===== config.mk =====
export PLATFORM = sky130hd
export DESIGN_NAME = fp_normalizer
export DESIGN_NICKNAME = d
export VERILOG_FILES = /design/src/rtl/fp_normalizer.sv
export SDC_FILE = /design/constraint.sdc
export NUM_CORES = 1
export LEC_CHECK = 0
export ABC_AREA = 1
export CORE_MARGIN = 2
export CORE_UTILIZATION = 35
export DETAILED_ROUTE_END_ITERATION = 8
export GPL_ROUTABILITY_DRIVEN = 0
export PLACE_DENSITY = 0.69
export SYNTH_ARGS = -nofsm -noshare
export SYNTH_HDL_FRONTEND = slang
export SYNTH_SLANG_ARGS = --single-unit

===== constraint.sdc =====
create_clock -name clk_i -period 1.64 [get_ports clk_i]
set_input_delay 0.41 -clock clk_i [delete_from_list [all_inputs] [get_ports clk_i]]
set_output_delay 0.41 -clock clk_i [all_outputs]
set_load 0.01 [all_outputs]

===== src/rtl/fp_normalizer.sv =====
// fp_normalizer: post-add normalization for the FP32 vector datapath.
// A carry out of the adder is fixed by one right shift. A sum whose hidden
// bit is clear is shifted left one bit per cycle until the hidden bit is set
// or the exponent reaches zero. Handshakes are valid/ready on both sides, and
// only one operand is in flight at a time.
module fp_normalizer #(
  parameter int EXP_W  = 8,
  parameter int FRAC_W = 23,
  parameter int CNT_W  = 5
) (
  input  logic                     clk_i,
  input  logic                     rst_i,
  input  logic                     in_valid_i,
  output logic                     in_ready_o,
  input  logic                     sign_i,
  input  logic [EXP_W-1:0]         exp_i,
  input  logic [FRAC_W+3:0]        mant_i,
  input  logic [1:0]               rm_i,
  output logic                     out_valid_o,
  input  logic                     out_ready_i,
  output logic [EXP_W+FRAC_W-1:0]  value_o,
  output logic [1:0]               guard_o,
  output logic                     sign_o,
  output logic [1:0]               rm_o,
  output logic                     zero_o,
  output logic                     unf_o,
  output logic                     ovf_o,
  output logic [CNT_W-1:0]         shift_cnt_o
);

  typedef enum logic [1:0] {IDLE, SHIFT, DONE} state_t;

  state_t              state_reg;
  logic                in_ready_reg;
  logic                out_valid_reg;
  logic                sign_reg;
  logic [1:0]          rm_reg;
  logic                hidden_reg;
  logic [EXP_W-1:0]    exp_reg;
  logic [FRAC_W-1:0]   frac_reg;
  logic [1:0]          guard_reg;
  logic                zero_reg;
  logic                unf_reg;
  logic                ovf_reg;
  logic [CNT_W-1:0]    shift_cnt_reg;

  // Field split of the raw adder sum.
  logic                mant_carry;
  logic                mant_hidden;
  logic [FRAC_W-1:0]   mant_frac;
  logic [1:0]          mant_guard;
  logic [EXP_W:0]      exp_inc;

  assign mant_carry  = mant_i[FRAC_W+3];
  assign mant_hidden = mant_i[FRAC_W+2];
  assign mant_frac   = mant_i[FRAC_W+1:2];
  assign mant_guard  = mant_i[1:0];

  // One extra bit so the increment's carry-out flags an exponent that was
  // already all-ones; in that case the exponent saturates instead of wrapping.
  assign exp_inc = {1'b0, exp_i} + {{EXP_W{1'b0}}, 1'b1};

  // Control FSM and working registers. Every output is taken directly from
  // a register.
  always_ff @(posedge clk_i) begin
    if (rst_i) begin
      state_reg     <= IDLE;
      in_ready_reg  <= 1'b1;
      out_valid_reg <= 1'b0;
      sign_reg      <= 1'b0;
      rm_reg        <= 2'b00;
      hidden_reg    <= 1'b0;
      exp_reg       <= '0;
      frac_reg      <= '0;
      guard_reg     <= 2'b00;
      zero_reg      <= 1'b0;
      unf_reg       <= 1'b0;
      ovf_reg       <= 1'b0;
      shift_cnt_reg <= '0;
    end else begin
      case (state_reg)
        IDLE: begin
          if (in_valid_i) begin
            sign_reg      <= sign_i;
            rm_reg        <= rm_i;
            shift_cnt_reg <= '0;
            zero_reg      <= 1'b0;
            unf_reg       <= 1'b0;
            ovf_reg       <= 1'b0;
            in_ready_reg  <= 1'b0;
            if (mant_i == '0) begin
              hidden_reg    <= 1'b0;
              exp_reg       <= '0;
              frac_reg      <= '0;
              guard_reg     <= 2'b00;
              zero_reg      <= 1'b1;
              state_reg     <= DONE;
              out_valid_reg <= 1'b1;
            end else if (mant_carry) begin
              // The bit shifted out of the fraction becomes the round bit.
              // The old round and sticky bits fold into sticky.
              hidden_reg    <= 1'b1;
              frac_reg      <= {mant_hidden, mant_frac[FRAC_W-1:1]};
              guard_reg     <= {mant_frac[0], |mant_guard};
              if (exp_inc[EXP_W]) begin
                exp_reg <= exp_i;
                ovf_reg <= 1'b1;
              end else begin
                exp_reg <= exp_inc[EXP_W-1:0];
              end
              state_reg     <= DONE;
              out_valid_reg <= 1'b1;
            end else begin
              hidden_reg    <= mant_hidden;
              exp_reg       <= exp_i;
              frac_reg      <= mant_frac;
              guard_reg     <= mant_guard;
              state_reg     <= mant_hidden ? DONE : SHIFT;
              out_valid_reg <= mant_hidden;
            end
          end
        end
        SHIFT: begin
          if (hidden_reg) begin
            state_reg     <= DONE;
            out_valid_reg <= 1'b1;
          end else if (exp_reg == '0) begin
            // Denormal: stop without shifting. This cycle is included in
            // the latency.
            unf_reg       <= 1'b1;
            state_reg     <= DONE;
            out_valid_reg <= 1'b1;
          end else begin
            // Sticky is not shifted. Only the round bit moves up into the
            // fraction.
            {hidden_reg, frac_reg, guard_reg[1]} <= {frac_reg, guard_reg[1], 1'b0};
            exp_reg       <= exp_reg - {{(EXP_W-1){1'b0}}, 1'b1};
            shift_cnt_reg <= shift_cnt_reg + {{(CNT_W-1){1'b0}}, 1'b1};
          end
        end
        DONE: begin
          if (out_ready_i) begin
            state_reg     <= IDLE;
            out_valid_reg <= 1'b0;
            in_ready_reg  <= 1'b1;
          end
        end
        default: begin
          state_reg     <= IDLE;
          out_valid_reg <= 1'b0;
          in_ready_reg  <= 1'b1;
        end
      endcase
    end
  end

  assign in_ready_o  = in_ready_reg;
  assign out_valid_o = out_valid_reg;
  assign value_o     = {exp_reg, frac_reg};
  assign guard_o     = guard_reg;
  assign sign_o      = sign_reg;
  assign rm_o        = rm_reg;
  assign zero_o      = zero_reg;
  assign unf_o       = unf_reg;
  assign ovf_o       = ovf_reg;
  assign shift_cnt_o = shift_cnt_reg;

endmodule


==> flow_summary.toml <==
[status]
status = "finished, final reports clean"

[cells_and_area]
area_growth_syn_to_layout_pct = 52.0
drive_gt1_share_pct = 16.7
num-fill-cells = 825
nets = 655
largest_reg_flops = 23
multi_input_area_mm2 = 0.00180
register_area_um2 = 996
antenna_cells = 0
final_common_cell = "nand2_1"
layout_common_cells = "97 x nand2_1, 86 x nor2_1, 52 x buf_4, 44 x inv_1, 43 x clkdlybuf4s50_1"

[route]
via_per_inst = 4.96
drcViolationCount = 0
ant_nets = 0
top_layer = "met4"
wire_per_inst_um = 13.3
drt_iter0_drc = 211
drt_first_pass_iters = 5
m1WireLength_um = 4230
wl_met2_um = 4550
num_vias = 3554
routed-wl-met3_um = 616
wirelength_um = 9550

[synth]
syn_avg_cell_area_um2 = 6.42
async_flop_share_pct = 0
ys_seq_area_share_pct = 31.9
ys_types = 29
syn-num-nets = 525
synthCells = 479
postSynth.topFlopCell = "dfxtp_1"
ys_ff_latch = 49
synth_edf_count = 0
netlist_area_mm2 = 0.00307
ys_warn_count = 0

[sta]
rsz0062_at_grt = "false"
hold_ws_ps = 463
fmax_mhz = 622
drv_slew = 0
period_minus_slack_ps = 1610
tightest_slew_ps = 280
relSlewSlack_pct = 81.3
finalCritPeriodShare_pct = 98.0
setup_viol = 0
skew_ps = 3.13
hold_viol_final = 0

[cts]
cts_buffer_depth = 2
hold_buffers = 0
cts_made_buffers = 5
clk_pin_slew_ps = 90
clock_latency_ps = 310
cts_tree = "yes"
numClockSinks = 49
htreeDepth = 2
clockRootBuffer = "clkbuf_8"

[setup_path]
critPathArrivalTime_ps = 1200
cp-end-kind = "output pin"
ff2ff_setup_slack_ps = 80
cp-start-kind = "register"
worstSetupPathType = "register to output pin"
cp_slowest_stage_delay_ps = 550
reg2regPathDepth = 10
reg2reg_from = "exp_reg[1]$_SDFFE_PP0P_"
critPathSlowestCell = "clkdlybuf4s50_1"
reg2reg_to = "exp_reg[6]$_SDFFE_PP0P_"
critPathMaxFanout = 2
cp_cell_sequence = "clkdlybuf4s50_1"
worstPathRequired_ps = 1230
critPathTopFamily = "buffers and inverters"
crit_buf_inv = 1

[floorplan]
initial_utilization_pct = 35.6
io_pins = 88
floorplan.rows = 34
coreArea_mm2 = 0.00864
die_x_um = 97.7
die_h_um = 97.7
fp.dieArea_mm2 = 0.00955

[placed_design]
numPortBuffers = 87
dp.final_hpwl_um = 7070

[hold_path]
whs_path_depth = 2
min_to = "unf_o$_SDFFE_PP0P_"
hp-class = "register to register"
worstHoldStart = "unf_o$_SDFFE_PP0P_"

[power]
p_per_area_mw_per_mm2 = 758
total_power_mw = 3.54
p_leak_nw = 2.37
ir_drop_mv = 0.372

[global_routing]
grt_max_degree = 47
grt_pass1_wl_um = 15300
grt_pass1_vias = 3443
antenna_found_initial = 0
track_usage_pct = 19.0
gr-total-overflow = 0

[flow_run]
cap_violations = 0
## through the flow
step	setup WS (ps)	instance area (um^2)	instances	util, %	setup TNS [ps]
after floorplan	129	3070	479	-	0
after global placement	-344	4430	705	51.3	-7720
after detailed placement	-377	4430	705	51.3	-9560
after CTS	1.98	4540	712	52.6	0
after global routing	0.651	4670	717	54.1	0
final	32.9	4670	717	54.1	0
## layout make-up
cell class	count	area share, %
flip-flops and latches	49	21.3
repair buffers	147	31.1
clock inverters	2	0.750
well taps	108	2.89
multi-input cells	357	38.6
clock buffers	5	1.47
inverters	49	3.94
## logic make-up after synthesis
kind of cell | share of synthesized area (%)
buf+inv | 10.6
fa+ha+maj | 1.63
flops | 31.9
simple gates | 37.2
compound gates | 17.5
xor+xnor | 1.14
## synth_stat cells (2+ instances only)
| master | n | area [um^2] |
|---|---|---|
| ha_1 | 4 | 50.1 |
| nand4_1 | 9 | 56.3 |
| nor3b_1 | 22 | 165 |
| o21ai_1 | 2 | 10.0 |
| nor3_1 | 3 | 15.0 |
| nand2_2 | 3 | 18.8 |
| nand3b_1 | 3 | 22.5 |
| inv_2 | 4 | 15.0 |
| xor2_1 | 2 | 17.5 |
| buf_4 | 3 | 22.5 |
| buf_6 | 4 | 45.0 |
| inv_1 | 44 | 165 |
| a211oi_1 | 22 | 165 |
| a21oi_1 | 26 | 130 |
| nor2_1 | 92 | 345 |
| o21ai_0 | 44 | 220 |
| nand2_1 | 98 | 368 |
| nor2_4 | 3 | 33.8 |
| dfxtp_1 | 49 | 981 |
| clkbuf_1 | 12 | 45.0 |
| nand3_1 | 16 | 80.1 |
| buf_2 | 6 | 30.0 |
| xnor2_1 | 2 | 17.5 |
## per-layer routing
| layer | track usage [%] | vias up |
|---|---|---|
| li1 | - | 1823 |
| met1 | 23.1 | 1599 |
| met2 | 33.6 | 118 |
| met3 | 4.32 | 14 |
| met4 | 5.13 | 0 |
| met5 | 0 | - |
## where the power goes
group | switching, mW | total (mW) | internal (mW)
Sequential | 0.112 | 1.44 | 1.33
Clock | 0.423 | 0.867 | 0.444
Combinational | 0.620 | 1.24 | 0.616
Total | 1.16 | 3.54 | 2.39
## how the worst max path moves through the flow
stage                                    from                         to  slack (ps)  cells past startpoint
global route        frac_reg[15]$_SDFFE_PP0P_                value_o[15]         0.7                      1
CTS                 frac_reg[10]$_SDFFE_PP0P_                value_o[10]           2                      1
global placement                   mant_i[26]    exp_reg[1]$_SDFFE_PP0P_        -340                      9
detailed placement                 mant_i[26]    exp_reg[1]$_SDFFE_PP0P_        -380                      9
finish                guard_o[0]$_SDFFE_PP0P_                 guard_o[0]          30                      1
floorplan             exp_reg[0]$_SDFFE_PP0P_  frac_reg[10]$_SDFFE_PP0P_         130                      9
## timing repair
action                                 CTS  global route
setup endpoints to repair               33            55
gates cloned                             0             2
buffers inserted                         0             3
endpoints found under the hold margin    0             0
pin swaps                                0             6
resized for setup                       36            40
Note: power is estimated with default switching activity, not from simulation.
